--- config.mk ---
export PLATFORM = sky130hd
export DESIGN_NAME = rsc_viterbi_decoder
export DESIGN_NICKNAME = d
export VERILOG_FILES = /design/src/rtl/turbo_codec_pkg.sv /design/src/rtl/rsc_acs_unit.sv /design/src/rtl/rsc_viterbi_decoder.sv
export SDC_FILE = /design/constraint.sdc
export NUM_CORES = 1
export LEC_CHECK = 0
export BUFFER_PORTS_ARGS = -buffer_cell sky130_fd_sc_hd__buf_2
export CAP_MARGIN = 20
export CORE_MARGIN = 8
export CORE_UTILIZATION = 30
export DETAILED_ROUTE_END_ITERATION = 10
export SYNTH_ARGS = -nofsm -noshare
export SYNTH_HDL_FRONTEND = slang
export SYNTH_HIERARCHICAL = 1
export SYNTH_SLANG_ARGS = --single-unit
--- constraint.sdc ---
create_clock -name clk -period 9.81 [get_ports clk]
set_input_delay 0.981 -clock clk [delete_from_list [all_inputs] [get_ports clk]]
set_output_delay 0.981 -clock clk [all_outputs]
set_load 0.05 [all_outputs]
--- src/rtl/turbo_codec_pkg.sv ---
// Shared definitions for the turbo codec blocks: decoder FSM encoding,
// default sizes and the RSC constituent-code trellis.
package turbo_codec_pkg;

  localparam int DEF_BLK_LEN = 8;
  localparam int DEF_PM_W    = 5;
  localparam int DEF_PM_MAX  = (1 << DEF_PM_W) - 1;

  typedef enum logic [2:0] {
    ST_IDLE,
    ST_ACS,
    ST_SEL,
    ST_TB,
    ST_OUT
  } dec_state_e;

  // State index bit0 = s0 (newest). Returns {parity, next_state}.
  function automatic logic [3:0] rsc_step(input logic [2:0] s, input logic u);
    logic a;
    logic p;
    a = u ^ s[1] ^ s[2];
    p = a ^ s[0] ^ s[2];
    return {p, s[1], s[0], a};
  endfunction

  function automatic int pm_max(input int w);
    return (1 << w) - 1;
  endfunction

endpackage

--- src/rtl/rsc_acs_unit.sv ---
// Combinational add-compare-select over all 8 trellis states for one
// received hard-decision symbol.
module rsc_acs_unit
  import turbo_codec_pkg::*;
#(
  parameter int PM_W = DEF_PM_W
) (
  input  logic [8*PM_W-1:0] pm_in,
  input  logic              sym_sys,
  input  logic              sym_par,
  output logic [8*PM_W-1:0] pm_out,
  output logic [7:0]        dec
);

  logic [PM_W-1:0] cand [8][2];
  logic [3:0]      tr;
  logic [1:0]      bm;
  logic [PM_W:0]   sum;
  logic            ub;

  // Each next state is reached from exactly two predecessors differing in
  // s2, so cand[ns][s2] collects both branches before the compare.
  always_comb begin
    cand   = '{default: '0};
    pm_out = '0;
    dec    = '0;
    tr     = '0;
    bm     = '0;
    sum    = '0;
    ub     = 1'b0;
    for (int s = 0; s < 8; s++) begin
      for (int u = 0; u < 2; u++) begin
        ub  = (u != 0);
        tr  = rsc_step(3'(s), ub);
        bm  = {1'b0, ub ^ sym_sys} + {1'b0, tr[3] ^ sym_par};
        sum = {1'b0, pm_in[s*PM_W +: PM_W]} + (PM_W+1)'(bm);
        cand[tr[2:0]][s/4] = sum[PM_W] ? {PM_W{1'b1}} : sum[PM_W-1:0];
      end
    end
    for (int ns = 0; ns < 8; ns++) begin
      if (cand[ns][1] < cand[ns][0]) begin
        pm_out[ns*PM_W +: PM_W] = cand[ns][1];
        dec[ns]                 = 1'b1;
      end else begin
        pm_out[ns*PM_W +: PM_W] = cand[ns][0];
      end
    end
  end

endmodule

--- src/rtl/rsc_viterbi_decoder.sv ---
// Block hard-decision Viterbi decoder for the 8-state RSC constituent code:
// ACS per symbol, best end-state select, traceback, then in-order output.
module rsc_viterbi_decoder
  import turbo_codec_pkg::*;
#(
  parameter int BLK_LEN = DEF_BLK_LEN,
  parameter int PM_W    = DEF_PM_W
) (
  input  logic            clk,
  input  logic            reset,
  input  logic            sym_valid,
  input  logic            sym_first,
  input  logic            sym_sys,
  input  logic            sym_par,
  output logic            in_ready,
  output logic            out_valid,
  output logic            out_bit,
  output logic            out_last,
  output logic [PM_W-1:0] out_metric
);

  localparam int                STEP_W    = $clog2(BLK_LEN);
  localparam logic [STEP_W-1:0] LAST_STEP = STEP_W'(BLK_LEN - 1);
  localparam logic [PM_W-1:0]   PM_MAX    = PM_W'(pm_max(PM_W));
  localparam logic [8*PM_W-1:0] PM_INIT   = {{7{PM_MAX}}, {PM_W{1'b0}}};

  dec_state_e          state_q, state_d;
  logic [STEP_W-1:0]   step_q, step_d;
  logic [PM_W-1:0]     out_metric_q, out_metric_d;
  logic [8*PM_W-1:0]   pm_q, pm_d;
  logic [7:0]          dec_mem_q [BLK_LEN];
  logic [7:0]          dec_mem_d [BLK_LEN];
  logic [BLK_LEN-1:0]  bits_q, bits_d;
  logic [2:0]          tb_state_q, tb_state_d;

  logic [8*PM_W-1:0]   acs_pm_in, acs_pm_out;
  logic [7:0]          acs_dec;
  logic                accept;
  logic                tb_dec;
  logic [2:0]          best_idx;
  logic [PM_W-1:0]     best_pm;

  assign accept     = sym_valid && (state_q == ST_IDLE || state_q == ST_ACS);
  assign acs_pm_in  = (state_q == ST_IDLE || sym_first) ? PM_INIT : pm_q;
  assign tb_dec     = dec_mem_q[step_q][tb_state_q];
  assign out_metric = out_metric_q;

  rsc_acs_unit #(.PM_W(PM_W)) u_acs (
    .pm_in   (acs_pm_in),
    .sym_sys (sym_sys),
    .sym_par (sym_par),
    .pm_out  (acs_pm_out),
    .dec     (acs_dec)
  );

  // Strict compare keeps the lowest-index end state on ties.
  always_comb begin
    best_idx = '0;
    best_pm  = pm_q[PM_W-1:0];
    for (int i = 1; i < 8; i++) begin
      if (pm_q[i*PM_W +: PM_W] < best_pm) begin
        best_pm  = pm_q[i*PM_W +: PM_W];
        best_idx = 3'(i);
      end
    end
  end

  always_comb begin
    state_d      = state_q;
    step_d       = step_q;
    out_metric_d = out_metric_q;
    pm_d         = pm_q;
    dec_mem_d    = dec_mem_q;
    bits_d       = bits_q;
    tb_state_d   = tb_state_q;
    in_ready     = 1'b0;
    out_valid    = 1'b0;
    out_bit      = 1'b0;
    out_last     = 1'b0;
    case (state_q)
      ST_IDLE: begin
        in_ready = 1'b1;
        if (accept && sym_first) begin
          pm_d         = acs_pm_out;
          dec_mem_d[0] = acs_dec;
          step_d       = STEP_W'(1);
          state_d      = ST_ACS;
        end
      end
      ST_ACS: begin
        in_ready = 1'b1;
        if (accept) begin
          pm_d = acs_pm_out;
          if (sym_first) begin
            dec_mem_d[0] = acs_dec;
            step_d       = STEP_W'(1);
          end else begin
            dec_mem_d[step_q] = acs_dec;
            if (step_q == LAST_STEP) begin
              state_d = ST_SEL;
            end else begin
              step_d = step_q + STEP_W'(1);
            end
          end
        end
      end
      ST_SEL: begin
        tb_state_d   = best_idx;
        out_metric_d = best_pm;
        step_d       = LAST_STEP;
        state_d      = ST_TB;
      end
      ST_TB: begin
        bits_d[step_q] = tb_state_q[0] ^ tb_state_q[2] ^ tb_dec;
        tb_state_d     = {tb_dec, tb_state_q[2], tb_state_q[1]};
        if (step_q == '0) begin
          state_d = ST_OUT;
        end else begin
          step_d = step_q - STEP_W'(1);
        end
      end
      ST_OUT: begin
        out_valid = 1'b1;
        out_bit   = bits_q[step_q];
        out_last  = (step_q == LAST_STEP);
        if (step_q == LAST_STEP) begin
          step_d  = '0;
          state_d = ST_IDLE;
        end else begin
          step_d = step_q + STEP_W'(1);
        end
      end
      default: state_d = ST_IDLE;
    endcase
  end

  always_ff @(posedge clk) begin
    if (reset) begin
      state_q      <= ST_IDLE;
      step_q       <= '0;
      out_metric_q <= '0;
    end else begin
      state_q      <= state_d;
      step_q       <= step_d;
      out_metric_q <= out_metric_d;
    end
  end

  always_ff @(posedge clk) begin
    pm_q       <= pm_d;
    dec_mem_q  <= dec_mem_d;
    bits_q     <= bits_d;
    tb_state_q <= tb_state_d;
  end

endmodule

Word-level counts from Yosys, hierarchy flattened
Cells that the tools add are included.
{"block": "op_classes", "addsub": 22, "order_cmp": 20, "n_eq_ne": 13, "muxes": 86, "bitwise_logic": 6, "n_reduce_logical": 16}
{"operator": "$mux 5", "count": 31}
{"operator": "$mux 40", "count": 3}
{"operator": "$add 5x2->6", "count": 16}
{"operator": "$pmux 40 s2", "count": 1}
{"operator": "$lt 5x5->1", "count": 15}
{"operator": "$bwmux 64", "count": 1}
{"operator": "$mux 64", "count": 1}
{"operator": "$mux 56", "count": 1}
{"operator": "$mux 3", "count": 17}
{"operator": "$mux 8", "count": 5}
{"operator": "$pmux 3 s5", "count": 2}
{"operator": "$bmux 8 s3", "count": 1}
{"operator": "$demux 8 s3", "count": 1}
{"operator": "$mux 1", "count": 16}
{"operator": "$pmux 8 s2", "count": 1}
{"operator": "$ne 2x2->1 const B", "count": 5}
{"operator": "$add 1x1->2", "count": 4}
{"operator": "$bwmux 8", "count": 1}
{"operator": "$lt 3x4->1 const B", "count": 2}
{"operator": "$bmux 1 s3", "count": 2}
{"operator": "$eq 3x2->1 const B", "count": 2}
{"operator": "$eq 3x3->1 const B", "count": 2}
{"operator": "$logic_not 3->1", "count": 2}
{"operator": "$pmux 3 s2", "count": 1}
{"operator": "20 further kinds", "count": 30}
{"block": "word_totals", "regBits": 126, "input_bits": 6, "output_inout_bits": 9}

Longest topological paths before layout
{"block": "logic_depth", "depth_word": 15, "mapped_depth": 55}

By module
The synthesis kept the hierarchy.
{"mod": "rsc_viterbi_decoder", "instances": 1, "cells_each": 640, "area_each_um2": 7051.8, "seq_area_each_um2": 3673.5}
{"mod": "rsc_acs_unit", "instances": 1, "cells_each": 512, "area_each_um2": 3747.3, "seq_area_each_um2": 0.0}

Least setup slack after synthesis
No wires, ideal clock.
{"block": "synth_path", "kind": "register to register", "startpoint": "register pm_q[3]", "endpoint": "register out_metric_q[1], in the netlist out_metric[1]", "setup_time_ns": 0.074, "t_arrival_ns": 9.904, "required_time_ns": 9.736, "slack_ns": -0.169, "path_stages_with_launch": 52, "n_path_buf": 2, "path_cell_list": "edfxtp_1 > clkbuf_1 > inv_1 > ha_1 > and2_1 > a21oi_1 > a21oi_1 > ha_1 > or2_1 > a21oi_1 > o21ai_0 > or2_2 > o311ai_4 > nor2_1 > a21oi_1 > inv_1 > ha_1 > o21ai_0 > (+16 left out) > buf_4 > nor2_1 > a21oi_1 > ha_1 > or2_2 > o22ai_1 > o211ai_1 > a32oi_1 > inv_1 > ha_1 > nor2b_1 > o21ai_0 > nand2b_1 > nor2_1 > inv_1 > a211oi_2 > o31ai_1 > a31oi_1"}
{"block": "synth_between", "elab_chain_cells": 14}
{"item": "from (decl)", "line_no": "rsc_viterbi_decoder.sv:30", "rtl": "logic [8*PM_W-1:0] pm_q, pm_d;"}
{"item": "from (signal assigned)", "line_no": "rsc_viterbi_decoder.sv:150", "rtl": "pm_q <= pm_d;"}
{"item": "$lt 5x5->1", "line_no": "rsc_viterbi_decoder.sv:61", "rtl": "if (pm_q[i*PM_W +: PM_W] < best_pm) begin"}
{"item": "$mux 5 *", "line_no": "rsc_viterbi_decoder.sv:61"}
{"item": "$lt 5x5->1", "line_no": "rsc_viterbi_decoder.sv:61"}
{"item": "$mux 5 *", "line_no": "rsc_viterbi_decoder.sv:61"}
{"item": "$lt 5x5->1", "line_no": "rsc_viterbi_decoder.sv:61"}
{"item": "$mux 5 *", "line_no": "rsc_viterbi_decoder.sv:61"}
{"item": "$lt 5x5->1", "line_no": "rsc_viterbi_decoder.sv:61"}
{"item": "$mux 5 *", "line_no": "rsc_viterbi_decoder.sv:61"}
{"item": "$lt 5x5->1", "line_no": "rsc_viterbi_decoder.sv:61"}
{"item": "$mux 5 *", "line_no": "rsc_viterbi_decoder.sv:61"}
{"item": "$lt 5x5->1", "line_no": "rsc_viterbi_decoder.sv:61"}
{"item": "$mux 5 *", "line_no": "rsc_viterbi_decoder.sv:61"}
{"item": "$lt 5x5->1", "line_no": "rsc_viterbi_decoder.sv:61"}
{"item": "$mux 5 *", "line_no": "rsc_viterbi_decoder.sv:61"}
{"item": "to (signal assigned)", "line_no": "rsc_viterbi_decoder.sv:145", "rtl": "out_metric_q <= out_metric_d;"}
{"item": "to (decl)", "line_no": "rsc_viterbi_decoder.sv:29", "rtl": "logic [PM_W-1:0] out_metric_q, out_metric_d;"}
Every way passes the cells marked *; elsewhere a longest branch is shown, timed or not.
A chain may end at the register's enable or synchronous reset.

Worst setup path in the final report
{"block": "layout_path", "startpoint": "register pm_q[7]", "endpoint": "register tb_state_q[1] (data pin)"}
{"block": "layout_between", "elab_chain_cells": 15, "word_cells_on_any_way": 20}
{"item": "$lt 5x5->1", "line_no": "rsc_viterbi_decoder.sv:61"}
{"item": "$mux 5 *", "line_no": "rsc_viterbi_decoder.sv:61"}
{"item": "$lt 5x5->1", "line_no": "rsc_viterbi_decoder.sv:61"}
{"item": "$mux 5", "line_no": "rsc_viterbi_decoder.sv:61"}
{"item": "$lt 5x5->1", "line_no": "rsc_viterbi_decoder.sv:61"}
{"item": "$mux 5", "line_no": "rsc_viterbi_decoder.sv:61"}
{"item": "$lt 5x5->1", "line_no": "rsc_viterbi_decoder.sv:61"}
{"item": "$mux 5", "line_no": "rsc_viterbi_decoder.sv:61"}
{"item": "$lt 5x5->1", "line_no": "rsc_viterbi_decoder.sv:61"}
{"item": "$mux 5", "line_no": "rsc_viterbi_decoder.sv:61"}
{"item": "$lt 5x5->1", "line_no": "rsc_viterbi_decoder.sv:61"}
{"item": "$mux 5", "line_no": "rsc_viterbi_decoder.sv:61"}
{"item": "$lt 5x5->1", "line_no": "rsc_viterbi_decoder.sv:61"}
{"item": "$mux 3 *", "line_no": "rsc_viterbi_decoder.sv:61"}
{"item": "$pmux 3 s2 *", "line_no": "rsc_viterbi_decoder.sv:80", "rtl": "case (state_q)"}
{"item": "named net tb_state_d[1]", "line_no": "rsc_viterbi_decoder.sv:34", "rtl": "logic [2:0] tb_state_q, tb_state_d;"}
{"item": "to (signal assigned)", "line_no": "rsc_viterbi_decoder.sv:153", "rtl": "tb_state_q <= tb_state_d;"}
{"item": "to (decl)", "line_no": "rsc_viterbi_decoder.sv:34"}
Mark *: on every way through the listed nets, which the timed path passes. The rest lies on a longest branch.

==> flow_summary.json <==
{
  "setup_violations": 0,
  "power.internal_mw": 2.01,
  "crit_arrival_ps": 9600,
  "synth-adder-area-share": 0.101,
  "crit_fanout": 5,
  "clockPowerShare": 0.180,
  "synth_seq_area_share": 0.340,
  "fmax_mhz": 106,
  "grt_pass1_wl_um": 46100,
  "syn2layout_area_growth_pct": 17.3,
  "core-area_um2": 35500,
  "ios": 15,
  "cts_max_level": 4,
  "finalCriticalPeriod_ps": 9430,
  "grt_usage": 0.135,
  "netSwitchingPower_mw": 1.51,
  "crit_path_end": "tb_state_q[1]$_DFFE_PP_",
  "r2r-end": "tb_state_q[1]$_DFFE_PP_",
  "ys_ff_latch": 126,
  "avgSynthCellArea_um2": 9.37,
  "start_util": 0.304,
  "synthCells": 1152,
  "finalCritPeriodShare": 0.961,
  "status": "completed",
  "comb_power_share": 0.620,
  "ir_worst_vdd_v": 0.000330,
  "drt_iter0_drc": 638,
  "synth_area_um2": 10800,
  "clkTransAtPathRegs_ps": 60,
  "postRouteWirelength_um": 29000,
  "synth_top_family_by_area": "compound AO/OA/AOI/OAI gates",
  "dieArea_um2": 42300,
  "routedWlPerCell_um": 17.2,
  "p_sw_frac": 0.430,
  "async_flop_share": 0,
  "max_stage_delay_ps": 440,
  "num_antenna_cells": 0,
  "yosysWarnings": 6,
  "clk-insertion-delay-late_ps": 420,
  "synth_compound_area_frac": 0.214,
  "antenna_found_initial": 1,
  "relSlewSlack": 0.445,
  "dr.pass1.iters": 5,
  "nets": 1303,
  "clock-sinks": 126,
  "cts-buffers-inserted": 17,
  "cts_root_buffer": "clkbuf_16",
  "grt_start_max_net_pins": 41,
  "cts_tree": "yes",
  "worst_pin_slew_ps": 826,
  "worstSetupStartpoint": "pm_q[7]$_DFFE_PP_",
  "synth-simple-area-share": 0.185,
  "overflow": 0,
  "drive_above_1_share": 0.199,
  "dp_hpwl_um": 21500,
  "synth_edf_count": 115,
  "worstRegToRegCells": 49,
  "gp_congestion": 0.932,
  "die_w_um": 206,
  "grt_pass1_vias": 8579,
  "power.leakage_nw": 4.79,
  "power.total_mw": 3.52,
  "required_ps": 9980,
  "syn_nets": 1245,
  "fin_hold_ws_ps": 537,
  "cts_max_path_buffers": 2,
  "antenna_left": 0,
  "start_kind": "register",
  "critical_path_class": "register to register",
  "vias": 9085,
  "detail_route.vias_per_cell": 5.39,
  "hold_violations": 0,
  "synth_xor_area_frac": 0.0300,
  "worstSetupEndpointType": "register",
  "r2r_slack_ps": 380,
  "io_buffers": 14,
  "r2r_start": "pm_q[7]$_DFFE_PP_",
  "critPathSlowestCell": "edfxtp_1",
  "ys.flop_type": "edfxtp_1",
  "rows": 69,
  "synth_mux_area_frac": 0.0805,
  "hold_path_class": "register to register",
  "synth.distinct_cells": 99,
  "seqPwrFrac": 0.200,
  "die_h_um": 206,
  "timing.max_cap.violations": 0,
  "final_max_slew_viol_count": 0,
  "drc_errors": 0,
  "p_per_area_nw_per_um2": 278,
  "skew_ps": 8.42
}
critical path: cells and delay by family (launching register included):
family | cells | cell delay [ps]
AO/OA/AOI/OAI | 20 | 3850
adder cells (fa/ha/maj) | 7 | 1650
buffers and inverters | 4 | 370
flip-flops | 1 | 440
multiplexers | 2 | 570
AND/OR/NAND/NOR | 16 | 2280
power groups by stage:
stage	sequential [mW]	clock (mW)	combinational, mW
after detailed placement	0.712	0	1.76
final	0.704	0.635	2.18
after global placement	0.712	0	1.75
after floorplan	0.700	0	1.30
after CTS	0.701	0.641	1.82
after global routing	0.707	0.665	2.39
final cells by class:
type	instances	area, um^2
inverter	80	300
sequential	126	3670
fill	3528	22800
timing repair buffer	86	611
clock inverter	15	161
clock buffer	17	425
multi-input combinational	899	6920
tap	461	577
synth_stat cells, types with 13 or more instances:
master	instances	area (um^2)
nand4_1	15	93.8
a21oi_1	85	425
edfxtp_1	115	3450
buf_2	13	65.1
a211oi_1	22	165
and2_1	18	113
inv_1	78	293
nand3_1	18	90.1
nor3_1	23	115
clkbuf_1	21	78.8
ha_1	87	1090
nand2_1	71	267
or3_1	32	200
mux2i_1	61	611
nor2b_1	22	138
o21ai_0	28	140
xnor2_1	16	140
a31oi_1	19	119
nand2b_1	22	138
nor2_1	131	492
per-stage QoR:
| stage | utilization | setup TNS (ps) | std cells | setup WS, ps | instance area [um^2] |
|---|---|---|---|---|---|
| final | 0.357 | 0 | 1684 | 381 | 12700 |
| after floorplan | - | 0 | 1152 | 6.36 | 10800 |
| after global routing | 0.357 | -1970 | 1684 | -308 | 12700 |
| after detailed placement | 0.327 | -1220 | 1631 | -223 | 11600 |
| after CTS | 0.345 | 0 | 1665 | 8.45 | 12300 |
| after global placement | 0.327 | 0 | 1631 | 94.5 | 11600 |
what timing repair did:
item / 4_1_cts / 5_1_grt
hold buffers: 0 / 0
pin swaps: 5 / 36
setup buffers: 2 / 18
hold endpoints to repair: 0 / 0
gates resized for setup: 7 / 60
setup endpoints to repair: 7 / 8
cell families after synthesis:
| group | count (synthesis) |
|---|---|
| DFF | 126 |
| muxes | 79 |
| and+or+nand+nor | 392 |
| AOI/OAI and AO/OA | 310 |
| xor gates and xnor gates | 31 |
| adders and majority gates | 87 |
| buffers and inverters | 127 |
per-layer routing:
metal | wire, um | vias to the layer above | track usage
li1 | - | 4432 | -
met1 | 13200 | 4357 | 0.180
met2 | 13800 | 253 | 0.224
met3 | 1410 | 41 | 0.0217
met4 | 513 | 2 | 0.0393
met5 | 12 | - | 0
cells in the final DEF, fill, tap and decap left out, types with 6 or more instances in the layout:
master	synthesis	final
a21oi_2	2	11
ha_1	87	79
a221oi_1	6	6
edfxtp_1	115	115
xnor2_1	16	16
a31oi_1	19	17
o31ai_1	11	9
a22oi_1	8	8
xor2_1	11	11
nor2_1	131	123
inv_1	78	74
nor2b_1	22	22
o211ai_1	11	11
dfxtp_1	11	11
mux2i_1	61	59
nor2_2	0	6
or2_2	9	8
nand2_1	71	68
nand3_1	18	18
nor3_1	23	20
a211oi_1	22	22
mux2_2	8	8
o22ai_1	9	8
clkbuf_16	0	17
o21ai_0	28	27
o21bai_1	9	8
buf_4	2	71
and2_1	18	17
or3_1	32	32
nand4_1	15	15
buf_2	13	14
and3_1	8	6
a21oi_1	85	74
nand2b_1	22	22
state kept, by name, indices dropped and copies added (netlist names):
register and count:
bits_q 8, tb_state_q 3, state_q 3, out_metric 5
dec_mem_q 64, pm_q 40, step_q 3
worst min-delay path by stage:
stage / end / startpoint / cells past startpoint / slack, ps
2_1_floorplan: out_metric[3]$_SDFFE_PP0P_ / pm_q[38]$_DFFE_PP_ / 2 / 550
3_3_place_gp: out_metric[3]$_SDFFE_PP0P_ / out_metric[3]$_SDFFE_PP0P_ / 2 / 530
3_5_place_dp: out_metric[3]$_SDFFE_PP0P_ / out_metric[3]$_SDFFE_PP0P_ / 2 / 530
4_1_cts: out_metric[3]$_SDFFE_PP0P_ / out_metric[3]$_SDFFE_PP0P_ / 2 / 540
5_1_grt: out_metric[3]$_SDFFE_PP0P_ / out_metric[3]$_SDFFE_PP0P_ / 2 / 570
6_report: out_metric[3]$_SDFFE_PP0P_ / out_metric[3]$_SDFFE_PP0P_ / 2 / 540
No activity file was read; power rests on OpenSTA's default activity.
